`src/rtl/seq_mul8_if.sv`:
```
// Handshake and operand/result bundle for the iterative multiplier.
//   master : drives start, in1 (multiplicand), in2 (multiplier); observes busy, done, product
//   slave  : the multiplier side of the same signals
interface seq_mul8_if #(
   parameter int unsigned WIDTH = 8
);
   logic                 start;
   logic [WIDTH-1:0]     in1;
   logic [WIDTH-1:0]     in2;
   logic                 busy;
   logic                 done;
   logic [2*WIDTH-1:0]   product;

   modport master (
      output start, in1, in2,
      input  busy, done, product
   );

   modport slave (
      input  start, in1, in2,
      output busy, done, product
   );
endinterface

```
`src/rtl/seq_mul8.sv`:
```
// Iterative shift-and-add unsigned multiplier for the execute stage.
// One multiply takes WIDTH RUN cycles; the product is held until the next completion.
//   clk     : rising-edge clock
//   rst_n   : asynchronous active-low reset
//   bus     : slave side of seq_mul8_if (start/in1/in2 in, busy/done/product out)
module seq_mul8 #(
   parameter int unsigned WIDTH = 8
) (
   input  logic        clk,
   input  logic        rst_n,
   seq_mul8_if.slave   bus
);
   localparam int unsigned PW = 2 * WIDTH;
   localparam int unsigned CW = $clog2(WIDTH) + 1;

   typedef enum logic [1:0] {
      S_IDLE = 2'd0,
      S_RUN  = 2'd1,
      S_DONE = 2'd2
   } state_t;

   state_t          state;
   logic [PW-1:0]   mcand;
   logic [WIDTH-1:0] mplier;
   logic [PW-1:0]   acc;
   logic [CW-1:0]   cnt;
   logic            busy_q;
   logic            done_q;
   logic [PW-1:0]   product_q;
   logic [PW-1:0]   partial_c;
   logic [PW-1:0]   sum_c;

   // Partial product: multiplicand gated by the current multiplier LSB.
   always_comb begin
      partial_c = mcand & {PW{mplier[0]}};
      sum_c     = acc + partial_c;
   end

   // Control FSM and datapath registers.
   always_ff @(posedge clk or negedge rst_n) begin
      if (!rst_n) begin
         state     <= S_IDLE;
         mcand     <= '0;
         mplier    <= '0;
         acc       <= '0;
         cnt       <= '0;
         busy_q    <= 1'b0;
         done_q    <= 1'b0;
         product_q <= '0;
      end else begin
         case (state)
            S_IDLE, S_DONE: begin
               done_q <= 1'b0;
               if (bus.start) begin
                  mcand  <= PW'(bus.in1);
                  mplier <= bus.in2;
                  acc    <= '0;
                  cnt    <= '0;
                  busy_q <= 1'b1;
                  state  <= S_RUN;
               end else begin
                  state  <= S_IDLE;
               end
            end
            S_RUN: begin
               acc    <= sum_c;
               mcand  <= mcand << 1;
               mplier <= mplier >> 1;
               cnt    <= cnt + CW'(1);
               // Last iteration: publish the final sum directly, not the stale acc.
               if (cnt == CW'(WIDTH - 1)) begin
                  product_q <= sum_c;
                  busy_q    <= 1'b0;
                  done_q    <= 1'b1;
                  state     <= S_DONE;
               end
            end
            default: begin
               busy_q <= 1'b0;
               done_q <= 1'b0;
               state  <= S_IDLE;
            end
         endcase
      end
   end

   assign bus.busy    = busy_q;
   assign bus.done    = done_q;
   assign bus.product = product_q;
endmodule

```
`src/flat_wrapper.sv`:
```
// flat-port wrapper written by rule: the top's interface ports become plain ports
module seq_mul8_flat 
#(
   parameter int unsigned WIDTH = 8
)
  (clk, rst_n, bus_start, bus_in1, bus_in2, bus_busy, bus_done, bus_product);
  seq_mul8_if #(.WIDTH(WIDTH)) bus_i ();
  input  logic clk;
  input  logic rst_n;
  input wire logic [$bits(bus_i.start)-1:0] bus_start;
  input wire logic [$bits(bus_i.in1)-1:0] bus_in1;
  input wire logic [$bits(bus_i.in2)-1:0] bus_in2;
  output wire logic [$bits(bus_i.busy)-1:0] bus_busy;
  output wire logic [$bits(bus_i.done)-1:0] bus_done;
  output wire logic [$bits(bus_i.product)-1:0] bus_product;
  assign bus_i.start = bus_start;
  assign bus_i.in1 = bus_in1;
  assign bus_i.in2 = bus_in2;
  assign bus_busy = bus_i.busy;
  assign bus_done = bus_i.done;
  assign bus_product = bus_i.product;
  seq_mul8 #(.WIDTH(WIDTH)) u_core (.clk(clk), .rst_n(rst_n), .bus(bus_i));
endmodule
```
`config.mk`:
```
export PLATFORM = sky130hd
export DESIGN_NAME = seq_mul8_flat
export DESIGN_NICKNAME = d
export VERILOG_FILES = /design/src/rtl/seq_mul8_if.sv /design/src/rtl/seq_mul8.sv /design/src/flat_wrapper.sv
export SDC_FILE = /design/constraint.sdc
export NUM_CORES = 1
export LEC_CHECK = 0
export ABC_CLOCK_PERIOD_IN_PS = 6240
export CAP_MARGIN = 20
export CORE_MARGIN = 2
export CORE_UTILIZATION = 40
export CTS_BUF_LIST = sky130_fd_sc_hd__clkbuf_8
export DETAILED_ROUTE_END_ITERATION = 8
export GPL_ROUTABILITY_DRIVEN = 0
export SLEW_MARGIN = 20
export SYNTH_ARGS = -nofsm -noshare
export SYNTH_HDL_FRONTEND = slang
export SYNTH_SLANG_ARGS = --single-unit
```
`constraint.sdc`:
```
create_clock -name clk -period 6.24 [get_ports clk]
set_input_delay 0.936 -clock clk [delete_from_list [all_inputs] [get_ports clk]]
set_output_delay 0.936 -clock clk [all_outputs]
set_load 0.02 [all_outputs]
```
==> results of run 1 <==
area by class of cell:
type / instances / area (um2)
Multi-Input combinational cell: 241 / 1610
Inverter: 6 / 22.5
Sequential cell: 63 / 1580
Tap cell: 105 / 131
Timing Repair Buffer: 41 / 393
Fill cell: 811 / 4200
Clock inverter: 5 / 26.3
Clock buffer: 10 / 138
power by group through the flow:
stage	Combinational [mW]	Sequential, mW	Clock (mW)
2_1_floorplan	0.679	0.742	0
3_3_place_gp	0.968	0.722	0
3_5_place_dp	0.982	0.723	0
4_1_cts	0.985	0.719	0.315
5_1_grt	1.10	0.742	0.338
6_report	0.976	0.716	0.304
critical path, cell delays in order, from the launching register on:
cell	delay (ps)
sky130_fd_sc_hd__dfrtp_1	600
sky130_fd_sc_hd__and2_1	200
sky130_fd_sc_hd__ha_1	160
sky130_fd_sc_hd__inv_1	60
sky130_fd_sc_hd__fa_1	400
sky130_fd_sc_hd__nor2b_1	170
sky130_fd_sc_hd__o21bai_1	110
sky130_fd_sc_hd__a31o_2	290
sky130_fd_sc_hd__o21ai_2	130
sky130_fd_sc_hd__xnor2_1	90
sky130_fd_sc_hd__mux2_2	260
registers in the layout (all words and copies together) (netlist names):
name / cells
u_core.acc: 16
u_core.bus.product: 16
u_core.mcand: 16
u_core.mplier: 8
u_core.cnt: 4
u_core.bus.busy: 1
u_core.bus.done: 1
u_core.state: 1
metal layers:
layer  track usage  vias to the layer above
met5             0                        -
met4        0.0543                        0
met3        0.0423                        8
met2         0.290                       48
met1         0.263                     1206
li1              -                     1224
cells in the final DEF (no fill, tap or decap), types with 2 or more instances in the layout:
| master | instances |
|---|---|
| sky130_fd_sc_hd__nor2_2 | 2 |
| sky130_fd_sc_hd__a22o_1 | 21 |
| sky130_fd_sc_hd__a22oi_1 | 14 |
| sky130_fd_sc_hd__dfrtp_1 | 63 |
| sky130_fd_sc_hd__nor2b_1 | 3 |
| sky130_fd_sc_hd__a211oi_2 | 2 |
| sky130_fd_sc_hd__clkdlybuf4s50_1 | 35 |
| sky130_fd_sc_hd__xor2_1 | 5 |
| sky130_fd_sc_hd__a21o_1 | 3 |
| sky130_fd_sc_hd__o21ai_1 | 10 |
| sky130_fd_sc_hd__nand4_1 | 3 |
| sky130_fd_sc_hd__buf_4 | 5 |
| sky130_fd_sc_hd__and2_1 | 14 |
| sky130_fd_sc_hd__nand3b_1 | 2 |
| sky130_fd_sc_hd__o211a_1 | 2 |
| sky130_fd_sc_hd__o21a_1 | 6 |
| sky130_fd_sc_hd__xnor2_1 | 10 |
| sky130_fd_sc_hd__nor2_1 | 9 |
| sky130_fd_sc_hd__a21oi_1 | 9 |
| sky130_fd_sc_hd__clkinv_2 | 3 |
| sky130_fd_sc_hd__ha_1 | 16 |
| sky130_fd_sc_hd__nand2_1 | 70 |
| sky130_fd_sc_hd__clkbuf_8 | 10 |
| sky130_fd_sc_hd__nand3_1 | 4 |
| sky130_fd_sc_hd__inv_1 | 7 |
| sky130_fd_sc_hd__mux2_2 | 4 |
| sky130_fd_sc_hd__o21ai_0 | 12 |
metrics by stage:
step / instance area, um2 / power [mW] / instances
after detailed placement: 3730 / 1.71 / 456
after global placement: 3730 / 1.69 / 456
after global routing: 3890 / 2.18 / 471
after CTS: 3890 / 2.02 / 471
final: 3890 / 2.00 / 471
after floorplan: 3290 / 1.42 / 327
kinds of logic after synthesis:
logic type,Yosys count
and+or+nand+nor,111
AOI/OAI and AO/OA,92
DFF,63
buffers and inverters,23
adders and majority gates,17
xor gates and xnor gates,15
muxes,6
path summary, 6_finish.rpt:
| check | from | end | slack [ps] | cells after the start |
|---|---|---|---|---|
| worst max-delay path | u_core.mplier[0] | u_core.bus.product[10] | 3650 | 10 |
| worst min-delay path | u_core.bus.product[4] | u_core.bus.product[4] | 480 | 2 |
| worst max register to register | u_core.mplier[0] | u_core.bus.product[10] | 3650 | 10 |
| worst min register to register | u_core.bus.product[4] | u_core.bus.product[4] | 480 | 2 |
| max in group asynchronous | rst_n | u_core.bus.product[11] | 4960 | 2 |
| min in group asynchronous | rst_n | u_core.mplier[6] | 770 | 2 |
==> impl_metrics.csv, run 1 <==
group,metric,value,unit
timing,max_slew.worst_pin.slew,793,ps
synth,ys_ff_latch,63,
power,switchingPower,831,uW
clocking,worst_skew_pair.late_latency,330,ps
timing,setup_violations,0,
routing,met3_wirelength,289,um
timing,sum_of_negative_setup_slack,0,ps
timing,grt_setup_unrepaired,"false",
global_routing,grt_use_total,0.187,
power,powerDensity,512,mW/mm2
clocking,postCtsSetupBuffers,0,
synth,synth_top_family_by_area,"compound AO/OA/AOI/OAI gates",
routing,topRoutingLayerUsed,"met4",
routing,met2_wirelength,3.33,mm
power,power.leakage,1.80,nW
synth,muxShareOfSynthArea,0.0213,
routing,vias,2486,
power,power.share.combinational,0.489,
synth,synth_area_leaders,"sky130_fd_sc_hd__dfrtp_1 48%, sky130_fd_sc_hd__nand2_1 8.0%, sky130_fd_sc_hd__ha_1 6.1%",
synth,yosysMostFrequentCell,"sky130_fd_sc_hd__nand2_1",
timing,slew_violations,0,
final_layout,post-route-util,0.481,
synth,synth-edff-count,0,
synth,synthArstFlopShare,1.00,
final_layout,insertedDiodeCount,0,
worst_hold_path,min_path_type,"reg2reg",
synth,synthDominantAreaCellType,"sky130_fd_sc_hd__dfrtp_1",
placed_design,place_worst_setup_slack,3670,ps
critical_path,critPathMaxFanout,17,
clocking,h-tree-depth,3,
clocking,max-clock-path-buffers,2,
synth,syn_inst,327,
synth,mappedNetlistArea,0.00329,mm2
clocking,tritoncts,"built",
critical_path,start_kind,"flip-flop",
routing,wl_met1,3.63,mm
synth,ys.flop_type,"sky130_fd_sc_hd__dfrtp_1",
placed_design,io_buffers,36,
placed_design,final_hpwl_from_detailed_placement,5.00,mm
clocking,holdBufCountCts,0,
clocking,clk_root_buffer_cell,"sky130_fd_sc_hd__clkbuf_8",
synth,yosysWarnings,0,
synth,top_cell_type_s_share_of_synthesized_area,0.479,
critical_path,cp-end-kind,"flip-flop",
synth,synth_area_per_cell,10.1,um2
floorplanning,die_area,0.00897,mm2
global_routing,grt_pass1_wl,12.8,mm
floorplanning,rows,33,
floorplanning,die_x,94.7,um
critical_path,worstPathRequired,6460,ps
synth,synth-compound-area-share,0.206,
clocking,path_clk_slew,70,ps
synth,synth_nets,363,
routing,routedWlPerCell,15.6,um
clocking,cts_inserted_buffers,9,
synth,synth.yosys.seq_area_share,0.479,
timing,holdWs,476,ps
timing,worst_slack,3650,ps
floorplanning,initial_core_util,0.407,
run_status,run_status,"completed",
routing,drt_pass1_iterations,4,
power,power.share.switching,0.416,
timing,clock_skew,5.90,ps
global_routing,grt_start_max_net_pins,64,
floorplanning,die_height,94.7,um
routing,postRouteWirelength,7.34,mm
job,number_of_max_cap_violations,0,
routing,drtAntennaViolNets,0,
routing,drt_iter0_markers,162,
timing,period_share,0.414,
final_layout,nNetsFinal,398,
global_routing,number_of_global_route_vias_before_repair,2549,
synth,synth.distinct_cells,47,
global_routing,grt_antenna_before_repair,0,
final_layout,final_layout_size_suffix_gt1_frac,0.104,
clocking,cts.sinks,63,
global_routing,grt_overflow,0,
synth,post_synth_xor_area_fraction,0.0399,
power,worst_vdd_rail_ir_drop,264,uV
timing,timing_hold_violations_final,0,
timing,timing.final.crit_period,2590,ps
timing,max-slew-margin-rel,0.471,
synth,area_fraction_in_and_or_nand_and_nor_cells_after_synthesis,0.152,
routing,drcViolationCount,0,
timing,achievable-frequency,387,MHz
power,sequential_fraction_of_design_power,0.359,
final_layout,flow.area_growth_from_synthesis,18.3,%
clocking,cells_resized_by_post_cts_repair,0,
synth,synth_top_cells_by_count,"70 x sky130_fd_sc_hd__nand2_1, 63 x sky130_fd_sc_hd__dfrtp_1, 21 x sky130_fd_sc_hd__a22o_1",
routing,post_drt_via_cell_ratio,5.28,
floorplanning,placeableCoreArea,0.00809,mm2
critical_path,cp_data_arrival_time,2810,ps
power,p_int,1.17,mW
floorplanning,pin_count,37,
critical_path,critical_path_class,"reg2reg",
power,power.share.clock,0.152,
synth,yosys.area_share.adder,0.0669,
Note: power is estimated with default switching activity, not from simulation.
==> run 2: changes to the inputs <==
--- a/config.mk
+++ b/config.mk
@@ -5,7 +5,7 @@
 export SDC_FILE = /design/constraint.sdc
 export NUM_CORES = 1
 export LEC_CHECK = 0
-export ABC_CLOCK_PERIOD_IN_PS = 6240
+export ABC_CLOCK_PERIOD_IN_PS = 2100
 export CAP_MARGIN = 20
 export CORE_MARGIN = 2
 export CORE_UTILIZATION = 40
==> constraint.sdc (replaced) <==
create_clock -name clk -period 2.1 [get_ports clk]
set_input_delay 0.315 -clock clk [delete_from_list [all_inputs] [get_ports clk]]
set_output_delay 0.315 -clock clk [all_outputs]
set_load 0.02 [all_outputs]
==> run 2 against run 1 <==
Effect of this change: the run now ends with negative setup slack left; sequential share of layout area shrank 6.7 points; first-iteration DRC count fell by 24%; utilization is 9.6 points higher; wire length increased by 8.8%; non-clock buffer count rose by 47; largest power group unchanged; highest routed layer unchanged.
==> impl_metrics.csv, run 2 (synthesis results as in run 1) <==
group,metric,value,unit
run_status,run_status,"finished with violations",
run_status,failed_checks,"negative setup slack",
routing,vias,2694,
global_routing,number_of_global_route_vias_before_repair,2695,
critical_path,r2r_start,"u_core.mplier[0]",
global_routing,grt_most_used_layer,"met2",
floorplanning,die_area,0.00897,mm2
global_routing,grt_use_total,0.192,
clocking,cts.sinks,63,
global_routing,met1_usage,0.251,
critical_path,cp_data_arrival_time,2460,ps
critical_path,critPathMaxFanout,4,
clocking,cts_inserted_buffers,9,
routing,drt_iter0_markers,123,
critical_path,crit_path_max_incr_delay,400,ps
timing,slew_violations,0,
routing,drcViolationCount,0,
placed_design,dpl-instance-area,0.00408,mm2
floorplanning,placeableCoreArea,0.00809,mm2
critical_path,cell_chain_critical_path,"and2_1 -> ha_2 -> inv_2 -> fa_2 -> nor2b_4 -> o21bai_4 -> a31o_4 -> o21a_1 -> mux2i_1 -> a31oi_1",
timing,achievable-frequency,442,MHz
critical_path,worst_r2r_endpoint,"u_core.bus.product[12]",
clocking,worst_skew_pair.late_latency,360,ps
timing,grt_setup_unrepaired,"true",
floorplanning,initial_core_util,0.407,
floorplanning,rows,33,
routing,routedWlPerCell,15.4,um
timing,max_slew.worst_pin.slew,790,ps
worst_hold_path,worstHoldEndpoint,"u_core.bus.product[6]",
critical_path,start_kind,"flip-flop",
placed_design,io_buffers,36,
timing,max-slew-margin-rel,0.472,
clocking,h-tree-depth,3,
final_layout,flow.area_growth_from_synthesis,41.8,%
worst_hold_path,hold_path_depth,2,
final_layout,highest_count_cells_in_the_layout_ignoring_fill_and_taps,"67 x sky130_fd_sc_hd__nand2_1, 63 x sky130_fd_sc_hd__dfrtp_1, 49 x sky130_fd_sc_hd__buf_4",
timing,worst_slack,-160,ps
clocking,tritoncts,"built",
floorplanning,die_height,94.7,um
placed_design,final_hpwl_from_detailed_placement,5.44,mm
routing,drt_pass1_iterations,4,
placed_design,place_worst_setup_slack,-183,ps
clocking,max-clock-path-buffers,2,
critical_path,ff2ff_setup_slack,-160,ps
final_layout,final_layout_size_suffix_gt1_frac,0.312,
timing,setup_violations,19,
routing,post_drt_via_cell_ratio,5.19,
routing,drtAntennaViolNets,0,
worst_hold_path,min_path_type,"reg2reg",
global_routing,grt.met2_usage,0.306,
global_routing,grt_overflow,0,
global_routing,met3_usage,0.0343,
critical_path,timing.critical_path.slowest_stage_cell,"sky130_fd_sc_hd__dfrtp_1",
power,worst_vdd_rail_ir_drop,704,uV
floorplanning,die_x,94.7,um
global_routing,grt_start_max_net_pins,34,
timing,period_share,1.08,
clocking,clk_root_buffer_cell,"sky130_fd_sc_hd__clkbuf_8",
final_layout,post-route-util,0.577,
final_layout,nNetsFinal,445,
final_layout,insertedDiodeCount,0,
timing,timing.final.crit_period,2260,ps
critical_path,critical_path_class,"reg2reg",
timing,timing_hold_violations_final,0,
power,power.leakage,2.10,nW
critical_path,cp-end-kind,"flip-flop",
timing,clock_skew,14.9,ps
routing,postRouteWirelength,7.99,mm
job,number_of_max_cap_violations,0,
global_routing,grt_pass1_wl,13.0,mm
power,powerDensity,1580,mW/mm2
worst_hold_path,timing.hold.worst.start,"u_core.bus.product[6]",
critical_path,worstPathRequired,2300,ps
floorplanning,pin_count,37,
final_layout,post-route-cell-area,0.00467,mm2
final_layout,leading_cell_type_in_the_layout_fill_and_taps_excluded,"sky130_fd_sc_hd__nand2_1",
global_routing,grt_antenna_before_repair,0,
critical_path,r2r_cells,10,
clocking,path_clk_slew,70,ps
run 2: per-layer routing:
layer	wire length, um	up-vias
li1	-	1316
met1	3720	1311
met2	3780	54
met3	344	13
met4	136	0
met5	0	-
run 2: worst max path at each step:
stage                      from                      to  slack (ps)  cells after the start
5_1_grt        u_core.mplier[0]  u_core.bus.product[12]        -240                     10
2_1_floorplan  u_core.mplier[0]  u_core.bus.product[10]         -40                     10
6_report       u_core.mplier[0]  u_core.bus.product[12]        -160                     10
4_1_cts        u_core.mplier[0]  u_core.bus.product[10]        -140                     10
3_5_place_dp   u_core.mplier[0]  u_core.bus.product[10]        -180                      9
3_3_place_gp   u_core.mplier[0]  u_core.bus.product[10]        -150                     10
run 2: per-stage QoR:
step	TNS, ps	hold WS [ps]	power [mW]	std cells
2_1_floorplan	-118	19.4	4.30	327
3_3_place_gp	-1380	364	5.62	495
3_5_place_dp	-1880	364	5.68	495
4_1_cts	-1010	478	7.10	518
5_1_grt	-3310	503	7.89	519
6_report	-1400	475	7.36	519
run 2: area by class of cell:
class                           instances  area [um2]
Clock buffer                            9         124
Fill cell                             720        3420
Timing Repair Buffer                   88         773
Inverter                                6        22.5
Clock inverter                          7        66.3
Sequential cell                        63        1580
Multi-Input combinational cell        241        1970
Tap cell                              105         131
run 2: timing repair:
item                       4_1_cts  5_1_grt
resized for setup               31       27
hold buffers                     1        0
hold endpoints to repair        40        0
pin swaps                       10       10
setup endpoints to repair       20       24
buffers inserted                 6        1
cloned                           0        0
run 2: worst max-delay path, delay by kind of cell, from the launching register on:
family                     cells  cell delay, ps
adders and majority gates      2             540
and+or+nand+nor                2             310
muxes                          1             170
DFF                            1             400
AOI/OAI and AO/OA              4             650
buffers and inverters          1              40
run 2: report_power, final:
part	switching, mW	internal (mW)	total (mW)
Sequential	0.379	1.75	2.13
Combinational	2.08	2.12	4.20
Clock	0.494	0.541	1.04
==> run 3: changes to the inputs <==
--- a/config.mk
+++ b/config.mk
@@ -5,13 +5,14 @@
 export SDC_FILE = /design/constraint.sdc
 export NUM_CORES = 1
 export LEC_CHECK = 0
-export ABC_CLOCK_PERIOD_IN_PS = 2100
+export ABC_CLOCK_PERIOD_IN_PS = 2370
 export CAP_MARGIN = 20
 export CORE_MARGIN = 2
 export CORE_UTILIZATION = 40
 export CTS_BUF_LIST = sky130_fd_sc_hd__clkbuf_8
 export DETAILED_ROUTE_END_ITERATION = 8
 export GPL_ROUTABILITY_DRIVEN = 0
+export PLACE_DENSITY_LB_ADDON = 0.15
 export SLEW_MARGIN = 20
 export SYNTH_ARGS = -nofsm -noshare
 export SYNTH_HDL_FRONTEND = slang
==> constraint.sdc (replaced) <==
create_clock -name clk -period 2.37 [get_ports clk]
set_input_delay 0.3555 -clock clk [delete_from_list [all_inputs] [get_ports clk]]
set_output_delay 0.3555 -clock clk [all_outputs]
set_load 0.02 [all_outputs]
==> run 3 against run 2 <==
Effect of this change: the flow now finishes without violations; register-to-register slack gained 210 ps; via count shrank 2.7%; clock skew shrank 6.4 ps; utilization shrank 6.3 points; combinational power shrank 31%; total power shrank 24%; maximum frequency shrank 2.6%; wire length shrank 2.3%; largest cell class unchanged; highest routed layer unchanged.
==> impl_metrics.csv, run 3 (synthesis results as in run 1) <==
group,metric,value,unit
global_routing,grt_start_max_net_pins,38,
critical_path,start_kind,"flip-flop",
timing,clock_skew,8.47,ps
critical_path,r2r_start,"u_core.mplier[0]",
timing,max_slew.worst_pin.slew,714,ps
worst_hold_path,worstHoldEndpoint,"u_core.bus.product[3]",
routing,routedWlPerCell,16.0,um
critical_path,cp_top_family,"simple AND/OR/NAND/NOR gates",
final_layout,post-route-util,0.514,
routing,drtAntennaViolNets,0,
timing,holdWs,474,ps
final_layout,leading_cell_type_in_the_layout_fill_and_taps_excluded,"sky130_fd_sc_hd__nand2_1",
floorplanning,die_x,94.7,um
critical_path,crit_path_max_incr_delay,460,ps
power,power.share.switching,0.413,
placed_design,final_hpwl_from_detailed_placement,5.33,mm
final_layout,highest_count_cells_in_the_layout_ignoring_fill_and_taps,"70 x sky130_fd_sc_hd__nand2_1, 62 x sky130_fd_sc_hd__dfrtp_1, 35 x sky130_fd_sc_hd__clkdlybuf4s50_1",
routing,vias,2621,
critical_path,ff2ff_setup_slack,50,ps
placed_design,place_worst_setup_slack,-45.1,ps
run_status,run_status,"completed",
worst_hold_path,hold_path_depth,2,
routing,met2_wirelength,3.60,mm
clocking,cts.sinks,63,
final_layout,final_layout_size_suffix_gt1_frac,0.193,
worst_hold_path,min_path_type,"reg2reg",
clocking,clk_root_buffer_cell,"sky130_fd_sc_hd__clkbuf_8",
floorplanning,placeableCoreArea,0.00809,mm2
floorplanning,die_area,0.00897,mm2
timing,max-slew-margin-rel,0.523,
final_layout,filler_cell_count,766,
timing,achievable-frequency,431,MHz
power,switchingPower,2.33,mW
clocking,h-tree-depth,3,
critical_path,cell_chain_critical_path,"buf_4 -> and2_1 -> ha_2 -> nand4_2 -> nor2_1 -> nor3_2 -> o31a_1 -> xnor2_1 -> mux2_4",
power,p_int,3.30,mW
routing,wl_met1,3.80,mm
power,worst_vdd_rail_ir_drop,713,uV
worst_hold_path,timing.hold.worst.start,"u_core.bus.product[3]",
clocking,worst_skew_pair.late_latency,350,ps
power,power.share.combinational,0.512,
power,powerDensity,1350,mW/mm2
final_layout,fin_cells,489,
power,design_power,5.63,mW
routing,drcViolationCount,0,
routing,post_drt_via_cell_ratio,5.36,
timing,timing_hold_violations_final,0,
power,power.share.clock,0.155,
critical_path,timing.critical_path.slowest_stage_cell,"sky130_fd_sc_hd__dfrtp_2",
critical_path,worstPathRequired,2600,ps
clocking,max-clock-path-buffers,2,
floorplanning,die_height,94.7,um
placed_design,placed_cells_incl_taps,470,
routing,postRouteWirelength,7.81,mm
floorplanning,initial_core_util,0.407,
routing,topRoutingLayerUsed,"met4",
final_layout,flow.area_growth_from_synthesis,26.2,%
placed_design,io_buffers,36,
routing,met3_wirelength,292,um
critical_path,cp_data_arrival_time,2550,ps
floorplanning,pin_count,37,
critical_path,critPathMaxFanout,8,
global_routing,grt_use_total,0.193,
routing,drt_iter0_markers,102,
critical_path,worst_r2r_endpoint,"u_core.bus.product[11]",
clocking,path_clk_slew,70,ps
job,number_of_max_cap_violations,0,
timing,worst_slack,50.1,ps
final_layout,nNetsFinal,415,
critical_path,timing.critical_path.buf_inv,1,
critical_path,critical_path_class,"reg2reg",
clocking,cts_inserted_buffers,9,
timing,period_share,0.979,
global_routing,grt_overflow,0,
timing,timing.final.crit_period,2320,ps
global_routing,grt_pass1_wl,13.1,mm
power,power.leakage,1.89,nW
clocking,tritoncts,"built",
critical_path,r2r_cells,9,
final_layout,insertedDiodeCount,0,
routing,drt_pass1_iterations,4,
timing,slew_violations,0,
critical_path,cp-end-kind,"flip-flop",
global_routing,number_of_global_route_vias_before_repair,2624,
timing,setup_violations,0,
timing,grt_setup_unrepaired,"true",
power,sequential_fraction_of_design_power,0.333,
global_routing,grt_antenna_before_repair,0,
floorplanning,rows,33,
## run 3: changes by cell type in the layout (fill, tap and decap cells not counted), moves of 3 or more
cell and change:
sky130_fd_sc_hd__ha_1 +5, sky130_fd_sc_hd__xnor2_1 +6, sky130_fd_sc_hd__buf_4 -28, sky130_fd_sc_hd__nor2_2 -3
sky130_fd_sc_hd__nor2_1 +3, sky130_fd_sc_hd__ha_4 -5, sky130_fd_sc_hd__nand2_1 +3, sky130_fd_sc_hd__xnor2_2 -5
## run 3: final cells by class
cell class,instances,area (um2),area share
inverters,6,22.5,0.00542
flip-flops and latches,63,1580,0.380
multi-input cells,241,1720,0.413
repair buffers,58,523,0.126
well taps,105,131,0.0316
clock buffers,11,151,0.0364
clock inverters,5,32.5,0.00783
## run 3: power groups by stage
stage | registers (mW) | clock network, mW | logic, mW
4_1_cts | 1.87 | 0.901 | 2.78
3_5_place_dp | 1.89 | 0 | 2.75
2_1_floorplan | 1.95 | 0 | 1.79
5_1_grt | 1.94 | 0.964 | 3.19
6_report | 1.88 | 0.871 | 2.88
3_3_place_gp | 1.87 | 0 | 2.71
## run 3: repair_timing
item                                    4_1_cts  5_1_grt
gates resized for setup                       1       23
endpoints found under the setup margin       10       16
pin swaps                                     0        8
buffers inserted                              1        1
cloned                                        0        0
hold buffers                                  1        0
hold endpoints to repair                     18        0
## run 3: tightest hold or removal path: cells and delay by family, from the launching register on
kind | cells | cell delay, ps
simple gates | 2 | 100
flops | 1 | 340
## run 3: worst max-delay path by stage
stage                     slack (ps)  cells past startpoint                      to              from
after global placement           -20                      6           u_core.acc[2]         bus_start
after floorplan                  150                     10  u_core.bus.product[13]  u_core.mplier[0]
after CTS                          8                     10  u_core.bus.product[10]  u_core.mplier[0]
final                             50                      9  u_core.bus.product[11]  u_core.mplier[0]
after detailed placement         -50                     10  u_core.bus.product[10]  u_core.mplier[0]
after global routing             -70                      9  u_core.bus.product[10]  u_core.mplier[0]
## run 3: routing by layer
layer  global-route usage  up-vias
met3               0.0575       11
li1                     -     1258
met2                0.292       58
met5                    0        -
met1                0.266     1294
met4               0.0580        0
## run 3: stage by stage
step                      instance area (um2)  TNS [ps]
after global routing                     4160      -229
final                                    4160         0
after global placement                   3840      -102
after floorplan                          3290         0
after CTS                                4040         0
after detailed placement                 3840      -170
